==> src/rtl/approx_mult_rr_sched_pkg.sv <==
// Shared constants, ID-width helper and pipeline stage record for the
// shared approximate multiplier scheduler.
package approx_mult_pkg;

  localparam int OPW   = 8;
  localparam int PW    = 16;
  localparam int IDMAX = 4;

  function automatic int clog2(input int n);
    int r;
    r = 0;
    while ((1 << r) < n) r++;
    return r;
  endfunction

  // id is sized for the largest supported requester count (16)
  typedef struct packed {
    logic             v;
    logic [OPW-1:0]   a;
    logic [OPW-1:0]   b;
    logic [IDMAX-1:0] id;
    logic [PW-1:0]    p;
  } stage_t;

endpackage

==> src/rtl/approx_mult_rr_sched_if.sv <==
// Request/response bundle between the requesters, the scheduler and the
// product consumer.
interface approx_mult_rr_sched_if
  import approx_mult_pkg::*;
#(
  parameter int NREQ = 4
);
  localparam int IDW = clog2(NREQ);

  logic [NREQ-1:0]     req_valid;
  logic [OPW*NREQ-1:0] req_a;
  logic [OPW*NREQ-1:0] req_b;
  logic [NREQ-1:0]     req_ready;
  logic                rsp_valid;
  logic                rsp_ready;
  logic [IDW-1:0]      rsp_id;
  logic [PW-1:0]       rsp_p;

  modport master (
    output req_valid, req_a, req_b, rsp_ready,
    input  req_ready, rsp_valid, rsp_id, rsp_p
  );

  modport slave (
    input  req_valid, req_a, req_b, rsp_ready,
    output req_ready, rsp_valid, rsp_id, rsp_p
  );

endinterface

==> src/rtl/approx_8x8.sv <==
// Approximate unsigned 8x8 multiplier: partial-product bits whose column
// weight is below DROP_COLS are discarded.
module approx_8x8
  import approx_mult_pkg::*;
(
  input  logic [OPW-1:0] a,
  input  logic [OPW-1:0] b,
  output logic [PW-1:0]  p
);
  localparam int unsigned DROP_COLS = 4;

  logic [PW-1:0] acc;

  always_comb begin
    acc = '0;
    for (int unsigned i = 0; i < OPW; i++) begin
      for (int unsigned j = 0; j < OPW; j++) begin
        if (i + j >= DROP_COLS) begin
          acc = acc + (PW'(a[i] & b[j]) << (i + j));
        end
      end
    end
  end

  assign p = acc;

endmodule

==> src/rtl/approx_mult_rr_sched_arb.sv <==
// Combinational round-robin arbiter: first requester at or after ptr wins.
module rr_arbiter
  import approx_mult_pkg::*;
#(
  parameter int N = 4
)(
  input  logic [N-1:0]          req,
  input  logic [clog2(N)-1:0]   ptr,
  input  logic                  en,
  output logic [N-1:0]          grant,
  output logic [clog2(N)-1:0]   idx
);
  localparam int IDW = clog2(N);

  logic           found;
  logic [IDW-1:0] j_idx;

  always_comb begin
    grant = '0;
    idx   = '0;
    found = 1'b0;
    j_idx = '0;
    if (en) begin
      for (int unsigned k = 0; k < N; k++) begin
        j_idx = IDW'((int'(ptr) + k) % N);
        if (!found && req[j_idx]) begin
          found        = 1'b1;
          grant[j_idx] = 1'b1;
          idx          = j_idx;
        end
      end
    end
  end

endmodule

==> src/rtl/approx_mult_rr_sched.sv <==
// Round-robin scheduler sharing one approximate 8x8 multiplier between
// NREQ requesters through a 2-stage pipeline with response backpressure.
module approx_mult_rr_sched
  import approx_mult_pkg::*;
#(
  parameter int NREQ = 4,
  parameter int CNTW = 32
)(
  input  logic                 clk,
  input  logic                 rst,
  approx_mult_rr_sched_if.slave bus,
  output logic [CNTW-1:0]      op_count
);
  localparam int IDW = clog2(NREQ);

  stage_t          s0_q, s0_d;
  stage_t          s1_q, s1_d;
  logic [IDW-1:0]  rr_ptr_q, rr_ptr_d;
  logic [IDW-1:0]  g_idx;
  logic [NREQ-1:0] grant;
  logic            adv;
  logic            fire;
  logic [PW-1:0]   mult_p;
  logic [CNTW-1:0] op_count_q;
  logic            unused_bits;

  // The whole pipeline moves as one unit; bubbles are not squeezed out.
  assign adv  = !s1_q.v || bus.rsp_ready;
  assign fire = s1_q.v && bus.rsp_ready;

  rr_arbiter #(.N(NREQ)) u_arb (
    .req   (bus.req_valid),
    .ptr   (rr_ptr_q),
    .en    (adv && !rst),
    .grant (grant),
    .idx   (g_idx)
  );

  approx_8x8 u_mul (
    .a (s0_q.a),
    .b (s0_q.b),
    .p (mult_p)
  );

  always_comb begin
    s0_d    = '0;
    s0_d.v  = |grant;
    s0_d.a  = bus.req_a[OPW*int'(g_idx) +: OPW];
    s0_d.b  = bus.req_b[OPW*int'(g_idx) +: OPW];
    s0_d.id = IDMAX'(g_idx);

    s1_d   = s0_q;
    s1_d.p = mult_p;

    rr_ptr_d = rr_ptr_q;
    if (|grant) begin
      rr_ptr_d = (g_idx == IDW'(NREQ - 1)) ? '0 : g_idx + 1'b1;
    end
  end

  always_ff @(posedge clk) begin
    if (rst) begin
      s0_q       <= '0;
      s1_q       <= '0;
      rr_ptr_q   <= '0;
      op_count_q <= '0;
    end else begin
      if (adv) begin
        s0_q     <= s0_d;
        s1_q     <= s1_d;
        rr_ptr_q <= rr_ptr_d;
      end
      if (fire) begin
        op_count_q <= op_count_q + CNTW'(1);
      end
    end
  end

  assign bus.req_ready = grant;
  assign bus.rsp_valid = s1_q.v;
  assign bus.rsp_id    = s1_q.id[IDW-1:0];
  assign bus.rsp_p     = s1_q.p;
  assign op_count      = op_count_q;

  assign unused_bits = ^{s0_q.p, s1_q.a, s1_q.b, s1_q.id};

endmodule

==> src/flat_wrapper.sv <==
// flat-port wrapper written by rule: the top's interface ports become plain ports
module approx_mult_rr_sched_flat import approx_mult_pkg::*;
#(
  parameter int NREQ = 4,
  parameter int CNTW = 32
)
  (clk, rst, op_count, bus_req_valid, bus_req_a, bus_req_b, bus_rsp_ready, bus_req_ready, bus_rsp_valid, bus_rsp_id, bus_rsp_p);
  approx_mult_rr_sched_if #(.NREQ(NREQ)) bus_i ();
  input  logic clk;
  input  logic rst;
  output logic [CNTW-1:0] op_count;
  input wire logic [$bits(bus_i.req_valid)-1:0] bus_req_valid;
  input wire logic [$bits(bus_i.req_a)-1:0] bus_req_a;
  input wire logic [$bits(bus_i.req_b)-1:0] bus_req_b;
  input wire logic [$bits(bus_i.rsp_ready)-1:0] bus_rsp_ready;
  output wire logic [$bits(bus_i.req_ready)-1:0] bus_req_ready;
  output wire logic [$bits(bus_i.rsp_valid)-1:0] bus_rsp_valid;
  output wire logic [$bits(bus_i.rsp_id)-1:0] bus_rsp_id;
  output wire logic [$bits(bus_i.rsp_p)-1:0] bus_rsp_p;
  assign bus_i.req_valid = bus_req_valid;
  assign bus_i.req_a = bus_req_a;
  assign bus_i.req_b = bus_req_b;
  assign bus_i.rsp_ready = bus_rsp_ready;
  assign bus_req_ready = bus_i.req_ready;
  assign bus_rsp_valid = bus_i.rsp_valid;
  assign bus_rsp_id = bus_i.rsp_id;
  assign bus_rsp_p = bus_i.rsp_p;
  approx_mult_rr_sched #(.NREQ(NREQ), .CNTW(CNTW)) u_core (.clk(clk), .rst(rst), .bus(bus_i), .op_count(op_count));
endmodule
==> config.mk <==
export PLATFORM = sky130hd
export DESIGN_NAME = approx_mult_rr_sched_flat
export DESIGN_NICKNAME = d
export VERILOG_FILES = /design/src/rtl/approx_mult_rr_sched_pkg.sv /design/src/rtl/approx_mult_rr_sched_if.sv /design/src/rtl/approx_8x8.sv /design/src/rtl/approx_mult_rr_sched_arb.sv /design/src/rtl/approx_mult_rr_sched.sv /design/src/flat_wrapper.sv
export SDC_FILE = /design/constraint.sdc
export NUM_CORES = 1
export LEC_CHECK = 0
export CAP_MARGIN = 15
export CORE_MARGIN = 1.5
export CORE_UTILIZATION = 54
export DETAILED_ROUTE_END_ITERATION = 6
export GPL_TIMING_DRIVEN = 0
export PLACE_DENSITY = 0.86
export SYNTH_ARGS = -nofsm -noshare
export SYNTH_HDL_FRONTEND = slang
export SYNTH_SLANG_ARGS = --single-unit
export TNS_END_PERCENT = 1
==> constraint.sdc <==
create_clock -name clk -period 6.6 [get_ports clk]
set_input_delay 0.66 -clock clk [delete_from_list [all_inputs] [get_ports clk]]
set_output_delay 0.66 -clock clk [all_outputs]
set_load 0.05 [all_outputs]
# After elaboration in Yosys (flattened, before gate mapping)

Cells that the tools add are included.

Bits in writable memories: 0
Word-level logic and storage cells: 188
Register bits: 72
ROM bits: 0
Memories kept: 0
Latch bits: 0

Equal/unequal tests: 1
Multiply operators: 0
Reduce and logical (&&, ||, !) cells: 17
Muxes and demuxes: 36
Magnitude comparators: 8
Add/sub/neg operators: 58
Bitwise operators: 57
Div/mod/pow operators: 0
Shifts and indexed selects: 2

Operator list:

| operator                | number |
|---|---|
| $add A16 B16 Y16        | 13 |
| $add A16 B7 Y16         | 7 |
| $add A16 B8 Y16         | 7 |
| $add A16 B6 Y16         | 6 |
| $add A16 B9 Y16         | 6 |
| $add A16 B10 Y16        | 4 |
| $add A16 B5 Y16         | 4 |
| $shiftx A32 B6 Y8       | 2 |
| $and A1 B1 Y1           | 54 |
| $add A16 B11 Y16        | 3 |
| $add A16 B12 Y16        | 2 |
| $add A32 B1 Y32 const B | 1 |
| $mux W4                 | 8 |
| $add A16 B13 Y16        | 1 |
| $mux W1                 | 14 |
| $lt A2 B3 Y1 const B    | 4 |
| $mux W2                 | 6 |
| $or A4 B4 Y4            | 3 |
| $logic_and A1 B1 Y1     | 9 |
| $bmux W1 S2             | 4 |
| $demux W1 S2            | 4 |
| $ge A2 B1 Y1 const B    | 4 |
| $logic_not A1 Y1        | 5 |
| $add A2 B1 Y2 const B   | 2 |
| other kinds (5)         | 6 |

# Depth between registers and ports, before layout

Gate-level depths: netlist of run 1.

Depth in word-level cells: 54
Mapped depth: 18
Mapped depth without buffers: 17

# Hierarchy

From an unflattened synthesis of run 1, not the netlist that was laid out.

Cells, all modules: 627
Area total of the unflattened synthesis: 5481.5 um^2

By module, submodules not included:

| module               | seq. area each (um^2) | area each (um^2) | cells an instance | times used |
|---|---|---|---|---|
| approx_mult_rr_sched | 1441.4                | 3263.1           | 369               | 1 |
| approx_8x8           | 0.0                   | 1661.6           | 182               | 1 |
| rr_arbiter           | 0.0                   | 556.8            | 76                | 1 |

# Worst setup path before layout of run 1

Ideal clock, no wire load.

Kind: reg-to-reg
Start: register u_core.s0_q[35] in the netlist's numbering
End: register u_core.s1_q, in the netlist u_core.bus.rsp_p[15]
Clock period less this slack: 4.311 ns
Slack: 2.289 ns
Stages on the path, launching flop included: 17
Setup time: 0.130 ns
Arrival: 4.181 ns
Cells stage by stage: dfxtp_1 > clkbuf_1 > and2_1 > fa_1 > fa_1 > fa_1 > inv_1 > fa_1 > inv_1 > fa_1 > a21o_1 > a21oi_1 > o21bai_1 > a21oi_1 > o21ai_0 > xnor2_1 > o21ai_0

Longest elaborated chain between the ends: 9

Ends and longest elaborated chain:

| what                           | RTL line                   | source |
|---|---|---|
| from (decl)                    | approx_mult_rr_sched.sv:16 | `stage_t s0_q, s0_d;` |
| from (signal assigned)         | approx_mult_rr_sched.sv:63 | `s0_q <= '0;` |
| from (signal assigned)         | approx_mult_rr_sched.sv:69 | `s0_q <= s0_d;` |
| $and A1 B1 Y1                  | approx_8x8.sv:19           | `acc = acc + (PW'(a[i] & b[j]) << (i + j));` |
| $add A16 B16 Y16 (7 in series) | approx_8x8.sv:19           |  |
| $add A16 B16 Y16 (*)           | approx_8x8.sv:19           |  |
| to (signal assigned)           | approx_mult_rr_sched.sv:64 | `s1_q <= '0;` |
| to (signal assigned)           | approx_mult_rr_sched.sv:70 | `s1_q <= s1_d;` |
| to (decl)                      | approx_mult_rr_sched.sv:17 | `stage_t s1_q, s1_d;` |

Mark *: on every way between the ends. The rest lies on a longest branch, timed or not.
A chain may end at the register's enable or synchronous reset.

# Final worst setup path of run 1

Start: register u_core.s0_q[25] in the netlist's numbering
End: register u_core.s1_q, in the netlist u_core.bus.rsp_p[15]

Longest elaborated chain between the ends: 54

Ends and longest elaborated chain:

| what                               | RTL line |
|---|---|
| $and A1 B1 Y1                      | approx_8x8.sv:19 |
| $add A16 B6 Y16                    | approx_8x8.sv:19 |
| $add A16 B7 Y16                    | approx_8x8.sv:19 |
| $add A16 B8 Y16                    | approx_8x8.sv:19 |
| $add A16 B5 Y16                    | approx_8x8.sv:19 |
| $add A16 B6 Y16                    | approx_8x8.sv:19 |
| $add A16 B7 Y16                    | approx_8x8.sv:19 |
| $add A16 B8 Y16                    | approx_8x8.sv:19 |
| (+27 left out)                     | - |
| $add A16 B11 Y16                   | approx_8x8.sv:19 |
| $add A16 B12 Y16                   | approx_8x8.sv:19 |
| $add A16 B13 Y16                   | approx_8x8.sv:19 |
| $add A16 B7 Y16                    | approx_8x8.sv:19 |
| $add A16 B8 Y16                    | approx_8x8.sv:19 |
| $add A16 B9 Y16                    | approx_8x8.sv:19 |
| $add A16 B16 Y16 (10 in series)    | approx_8x8.sv:19 |
| $add A16 B16 Y16 (*) (3 in series) | approx_8x8.sv:19 |

Marked as above.

==> flow_summary.yaml, run 1 <==
worst_setup_path:
  r2r_slack_ns: 1.89
  cp.required_ns: 6.84
  critPathMostFrequentCell: "fa_1"
  critPathKind: "flop to flop"
  cp_slowest_cell: "fa_1"
  cp-startpoint: "u_core.s0_q[25]$_SDFFE_PP0N_"
  cp-start-kind: "flop"
  worst_r2r_path_depth: 17
  r2r_start: "u_core.s0_q[25]$_SDFFE_PP0N_"
  endpoint_kind: "flop"
  path_max_fanout: 9
  cpPeakStageDelay_ns: 0.56
  setup.worst_path.end: "u_core.bus.rsp_p[15]$_SDFFE_PP0N_"
  path_cells: "clkbuf_1, and2_1, fa_1, fa_1, inv_1, fa_1, inv_1, fa_1, ha_1, fa_1, a21o_1, a21oi_1, o21bai_1, a21oi_1, o21ai_0, xnor2_1, o21ai_0"
  arrival_ns: 4.95
  timing.rr.end: "u_core.bus.rsp_p[15]$_SDFFE_PP0N_"
clock_tree:
  clk_latency_ns: 0.36
  h-tree-depth: 3
  cts_inserted_buffers: 9
  cts_tree: "done"
  ctsResizeCount: 0
  postCtsSetupBuffers: 0
  path_clk_slew_ns: 0.09
  clk_path_buf_depth: 2
  hold_buffers: 0
  cts_root_buffer: "clkbuf_8"
  cts.sinks: 68
power:
  p_sw_share_pct: 45.55
  pwr-share-clk_pct: 16.1
  ir_drop_mv: 0.2098
  p_int_mw: 1.265
  pwr-share-comb_pct: 59.1
  power.leakage_nw: 2.825
  power_frac_seq_pct: 24.8
  p_switching_mw: 1.058
  p_per_area_nw_per_um2: 349.4
layout:
  syn_to_final_growth_pct: 30.84
  final_common_cell: "clkdlybuf4s50_1"
  nets: 818
  fin_cells: 795
  n_antenna_cell: 0
  drive_gt1_share_pct: 7.602
  final_cell_mix: "clkdlybuf4s50_1 (121), dfxtp_1 (68), nand2_1 (64)"
drt:
  routedWlPerCell_um: 16.28
  drt_iter0_drc: 141
  totalWireLength_um: 12940
  ant_nets: 0
  viasPerCell: 5.619
  drc: 0
  dr_total_vias: 4467
  dr.pass1.iters: 4
logic_synthesis:
  synth_cells: 544
  syn-cell-area_um2: 5084
  yosysSeqAreaShare_pct: 26.78
  synth_simple_gate_area_share_pct: 18.04
  synthFlopType: "dfxtp_1"
  synth-edff-count: 0
  synth_xor_area_share_pct: 6.030
  yosys_warnings: 0
  ys_seq_elements: 68
  synthMuxAreaShare_pct: 9.673
  synthArstFlopShare_pct: 0
  synthAdderAreaFrac_pct: 21.76
  netlist-cell-type-count: 52
  synth_top_family_by_area: "adder cells"
  syn_area_per_cell_um2: 9.345
  synth_compound_area_share_pct: 11.81
floorplan:
  die_y_um: 100.0
  initial_core_util_pct: 55.28
  dieArea_um2: 10010
  core.rowCount: 35
  io_pins: 126
  fp.dieW_um: 100.0
  core_area_um2: 9196
run:
  drv_cap: 0
sta:
  clock.fmax_ghz: 0.2123
  timing.final.crit_share_pct: 71.37
  fin_crit_ns: 4.711
  fin_skew_ns: 0.007402
  finalSetupViolations: 0
  rsz0062_at_grt: "no"
  finalHoldViolCount: 0
  relSlewSlack_pct: 61.06
  report.final.slew_viol_count: 0
  finalSetupTns_ns: 0
  worstMarginPinSlew_ns: 0.5842
  setup_ws_ns: 1.889
place:
  dp_cells: 779
  portBuffers: 121
  place_congestion: 0.9121
  dp_slack_ns: 1.852
  dpl.hpwl_um: 10010
global_routing:
  grt_pass1_vias: 4614
  grt_overflow_total: 0
  grt_pass1_wl_um: 21170
  grt_max_degree: 15
  antenna_found_initial: 0
  track_usage_pct: 26.35
min_path:
  worstHoldPathType: "flop to flop"
run_status:
  outcome: "complete, no violations"
-- worst min path at each step --
stage               cells past startpoint                           endpoint  slack, ns                         startpoint
floorplan                               1       u_core.s0_q[16]$_SDFFE_PP0N_       0.43       u_core.s0_q[16]$_SDFFE_PP0N_
global route                            1       u_core.s0_q[16]$_SDFFE_PP0N_       0.48       u_core.s0_q[16]$_SDFFE_PP0N_
detailed placement                      2  u_core.bus.rsp_p[11]$_SDFFE_PP0N_       0.45  u_core.bus.rsp_p[11]$_SDFFE_PP0N_
CTS                                     2       u_core.s0_q[17]$_SDFFE_PP0N_       0.47       u_core.s0_q[17]$_SDFFE_PP0N_
finish                                  2  u_core.bus.rsp_p[11]$_SDFFE_PP0N_       0.47  u_core.bus.rsp_p[11]$_SDFFE_PP0N_
global placement                        1       u_core.s0_q[16]$_SDFFE_PP0N_       0.43       u_core.s0_q[16]$_SDFFE_PP0N_
-- logic make-up after synthesis --
family,count (synthesis)
AO/OA/AOI/OAI,74
XOR/XNOR,35
adder cells (fa/ha/maj),68
buffers and inverters,66
flip-flops,68
multiplexers,45
other,1
AND/OR/NAND/NOR,187
-- critical path: cells and delay by family (launching register included) --
| kind | cells | cell delay [ns] |
|---|---|---|
| AND/OR/NAND/NOR | 1 | 0.22 |
| adder cells (fa/ha/maj) | 6 | 2.49 |
| XOR/XNOR | 1 | 0.16 |
| flip-flops | 1 | 0.32 |
| AO/OA/AOI/OAI | 6 | 0.92 |
| buffers and inverters | 3 | 0.48 |
-- through the flow --
stage | area [µm²] | utilization [%] | hold WS (ns) | total power, mW
after detailed placement | 6445 | 70.08 | 0.4501 | 1.951
after global placement | 6445 | 70.08 | 0.4343 | 1.891
final | 6651 | 72.33 | 0.4658 | 2.324
after CTS | 6651 | 72.33 | 0.4682 | 2.326
after global routing | 6651 | 72.33 | 0.4817 | 2.480
after floorplan | 5095 | - | 0.4264 | 1.585
-- layer usage --
layer  vias to the layer above  global-route usage (%)  share of wire (%)
met5                         -                       0                  0
met4                         0                   8.126                2.0
met3                        26                   5.641                5.5
met2                       163                   48.40                 53
met1                      2166                   30.60                 40
li1                       2112                       -                  -
-- synth_stat cells (all sizes together) (3+ instances only) --
library cell | count | area, µm²
dfxtp | 68 | 1361
nand2 | 64 | 240.2
mux2i | 40 | 412.9
nor2 | 38 | 142.6
and2 | 37 | 231.5
inv | 37 | 138.9
fa | 34 | 680.7
ha | 34 | 425.4
xor2 | 21 | 183.9
clkbuf | 16 | 60.06
o221ai | 16 | 190.2
a21oi | 15 | 75.07
o21ai | 14 | 70.07
xnor2 | 14 | 122.6
buf | 13 | 97.59
nand3 | 10 | 50.05
and3 | 9 | 56.30
a22o | 8 | 70.07
nand4 | 8 | 50.05
a21o | 6 | 46.30
mux2 | 4 | 56.30
nand2b | 4 | 25.02
nor3 | 4 | 20.02
a221o | 3 | 32.53
-- state kept, by name, indices dropped and copies added, names as in the netlist --
name	cells
u_core.bus.rsp_id	2
u_core.bus.rsp_p	12
u_core.bus.rsp_valid	1
u_core.op_count	32
u_core.rr_ptr_q	2
u_core.s0_q	19
-- power groups by stage --
stage                     Combinational (mW)  Sequential, mW  Clock [mW]
final                                   1.37           0.575       0.375
after CTS                               1.38           0.572       0.376
after floorplan                        0.951           0.634           0
after global placement                  1.31           0.577           0
after global routing                    1.50           0.583       0.395
after detailed placement                1.37           0.581           0
-- cell type report --
cell class | count | area [µm²]
Timing Repair Buffer | 121 | 1211
Clock inverter | 7 | 82.58
Tap cell | 111 | 138.9
Sequential cell | 68 | 1361
Fill cell | 678 | 2545
Inverter | 37 | 138.9
Clock buffer | 9 | 123.9
Multi-Input combinational cell | 413 | 3437
Buffer | 29 | 157.7
(Power assumes the default switching activity.)
==> run 2, diff against run 1 <==
CORE_UTILIZATION = 46   (was 54)
PLACE_DENSITY = 0.78   (was 0.86)
clock period = 4.3 ns   (was 6.6 ns; I/O delays follow)
==> run 2 against run 1 <==
Power increased by 54%. Register-to-register slack got worse by 1.7 ns. Flip-flop and latch count unchanged. Fmax rose by 13%. Die area rose by 17%. Sequential power increased by 61%. Clock power increased by 55%. Utilization shrank 9.1 points. Largest cell class unchanged.
==> flow_summary.yaml, run 2 (synthesis results as in run 1) <==
place:
  place_congestion: 0.8616
  dpl-instance-area_um2: 6485
  dp_slack_ns: -0.3687
  dpl.hpwl_um: 9752
  dp_cells: 808
  portBuffers: 121
drt:
  dr.pass1.iters: 4
  drc: 0
  routedWlPerCell_um: 14.97
  drt_iter0_drc: 152
  totalWireLength_um: 12400
  viasPerCell: 5.263
  ant_nets: 0
  dr_total_vias: 4358
worst_setup_path:
  endpoint_kind: "flop"
  cpPeakStageDelay_ns: 0.52
  cp-startpoint: "u_core.s0_q[24]$_SDFFE_PP0N_"
  cp-start-kind: "flop"
  arrival_ns: 4.40
  cp.required_ns: 4.54
  critPathMostFrequentCell: "fa_1"
  critPathKind: "flop to flop"
  r2r_start: "u_core.s0_q[24]$_SDFFE_PP0N_"
  cp.buffers_inverters: 3
  path_cells: "and2_4, fa_1, fa_1, inv_1, fa_2, inv_1, fa_1, ha_2, fa_2, a21o_1, a21oi_2, o21bai_1, a21oi_2, buf_4, xor2_2, o21ai_1"
  path_max_fanout: 7
  cp_slowest_cell: "fa_1"
  cp_top_family: "adder cells"
clock_tree:
  cts_tree: "done"
  cts_root_buffer: "clkbuf_8"
  path_clk_slew_ns: 0.08
  clk_path_buf_depth: 2
  h-tree-depth: 3
  cts.sinks: 68
  clk_latency_ns: 0.36
  cts_inserted_buffers: 9
  hold_buffers: 0
power:
  power_frac_seq_pct: 25.8
  p_int_mw: 2.035
  power_mw: 3.583
  p_sw_share_pct: 43.19
  p_switching_mw: 1.547
  power.leakage_nw: 2.875
  p_per_area_nw_per_um2: 525.1
  pwr-share-comb_pct: 57.9
  pwr-share-clk_pct: 16.3
  ir_drop_mv: 0.2578
min_path:
  min_from: "u_core.bus.rsp_p[13]$_SDFFE_PP0N_"
  worstHoldPathType: "flop to flop"
layout:
  n_antenna_cell: 0
  syn_to_final_growth_pct: 34.21
  stdcell_area_um2: 6823
  utilization_pct: 63.22
  drive_gt1_share_pct: 12.50
  fin_cells: 828
  nets: 822
  final_cell_mix: "clkdlybuf4s50_1 (121), nand2_1 (64), dfxtp_1 (52)"
  final_common_cell: "clkdlybuf4s50_1"
  largest_reg_flops: 32
sta:
  hold_ws_ns: 0.4515
  relSlewSlack_pct: 60.43
  worstMarginPinSlew_ns: 0.5935
  timing.final.crit_share_pct: 96.64
  setup_ws_ns: 0.1444
  finalSetupTns_ns: 0
  rsz0062_at_grt: "yes"
  finalHoldViolCount: 0
  finalSetupViolations: 0
  clock.fmax_ghz: 0.2406
  fin_crit_ns: 4.156
  report.final.slew_viol_count: 0
  fin_skew_ns: 0.008798
global_routing:
  met3_usage_pct: 6.751
  grt_max_degree: 13
  grt_overflow_total: 0
  antenna_found_initial: 0
  grt_pass1_vias: 4442
  gr-usage-met1_pct: 24.48
  top_usage_layer: "met2"
  grt_pass1_wl_um: 20260
  track_usage_pct: 21.99
  use_met2_pct: 40.10
floorplan:
  io_pins: 126
  fp.dieW_um: 108.1
  dieArea_um2: 11690
  initial_core_util_pct: 47.10
  die_y_um: 108.1
  core.rowCount: 38
  core_area_um2: 10790
run_status:
  outcome: "complete, no violations"
run:
  drv_cap: 0
[run 2: area by class of cell]
| class | count | area [µm²] |
|---|---|---|
| Clock buffer | 10 | 127.6 |
| Inverter | 37 | 138.9 |
| Buffer | 24 | 138.9 |
| Multi-Input combinational cell | 413 | 3481 |
| Fill cell | 872 | 3970 |
| Timing Repair Buffer | 130 | 1279 |
| Clock inverter | 6 | 88.84 |
| Sequential cell | 68 | 1394 |
| Tap cell | 140 | 175.2 |
[run 2: repair_timing]
item / 4_1_cts / 5_1_grt
buffers inserted: 3 / 6
gates resized for setup: 14 / 18
endpoints found under the hold margin: 0 / 0
setup endpoints to repair: 4 / 4
pin swaps: 6 / 23
[run 2: worst paths after layout]
| path | endpoint | slack, ns | depth (start not counted) |
|---|---|---|---|
| setup / recovery | u_core.bus.rsp_p[13]$_SDFFE_PP0N_ | 0.14 | 16 |
| setup reg to reg | u_core.bus.rsp_p[13]$_SDFFE_PP0N_ | 0.14 | 16 |
| hold / removal | u_core.bus.rsp_p[13]$_SDFFE_PP0N_ | 0.45 | 2 |
| hold reg to reg | u_core.bus.rsp_p[13]$_SDFFE_PP0N_ | 0.45 | 2 |
[run 2: power by group through the flow]
stage | Sequential, mW | Clock [mW] | Combinational (mW)
after floorplan | 0.973 | 0 | 1.46
after global placement | 0.884 | 0 | 2.02
after detailed placement | 0.882 | 0 | 2.09
after CTS | 0.918 | 0.595 | 2.06
after global routing | 0.943 | 0.620 | 2.30
final | 0.925 | 0.583 | 2.07
[run 2: routing by layer]
| layer | vias to the layer above | part of all wire, % |
|---|---|---|
| met5 | - | 0 |
| met4 | 0 | 1.7 |
| met2 | 112 | 51 |
| li1 | 2117 | - |
| met1 | 2108 | 40 |
| met3 | 21 | 6.6 |
[run 2: worst min-delay path: stages (launching register included)]
cell and delay, ns:
dfxtp_1 0.32, nand2_1 0.05, o21ai_1 0.05
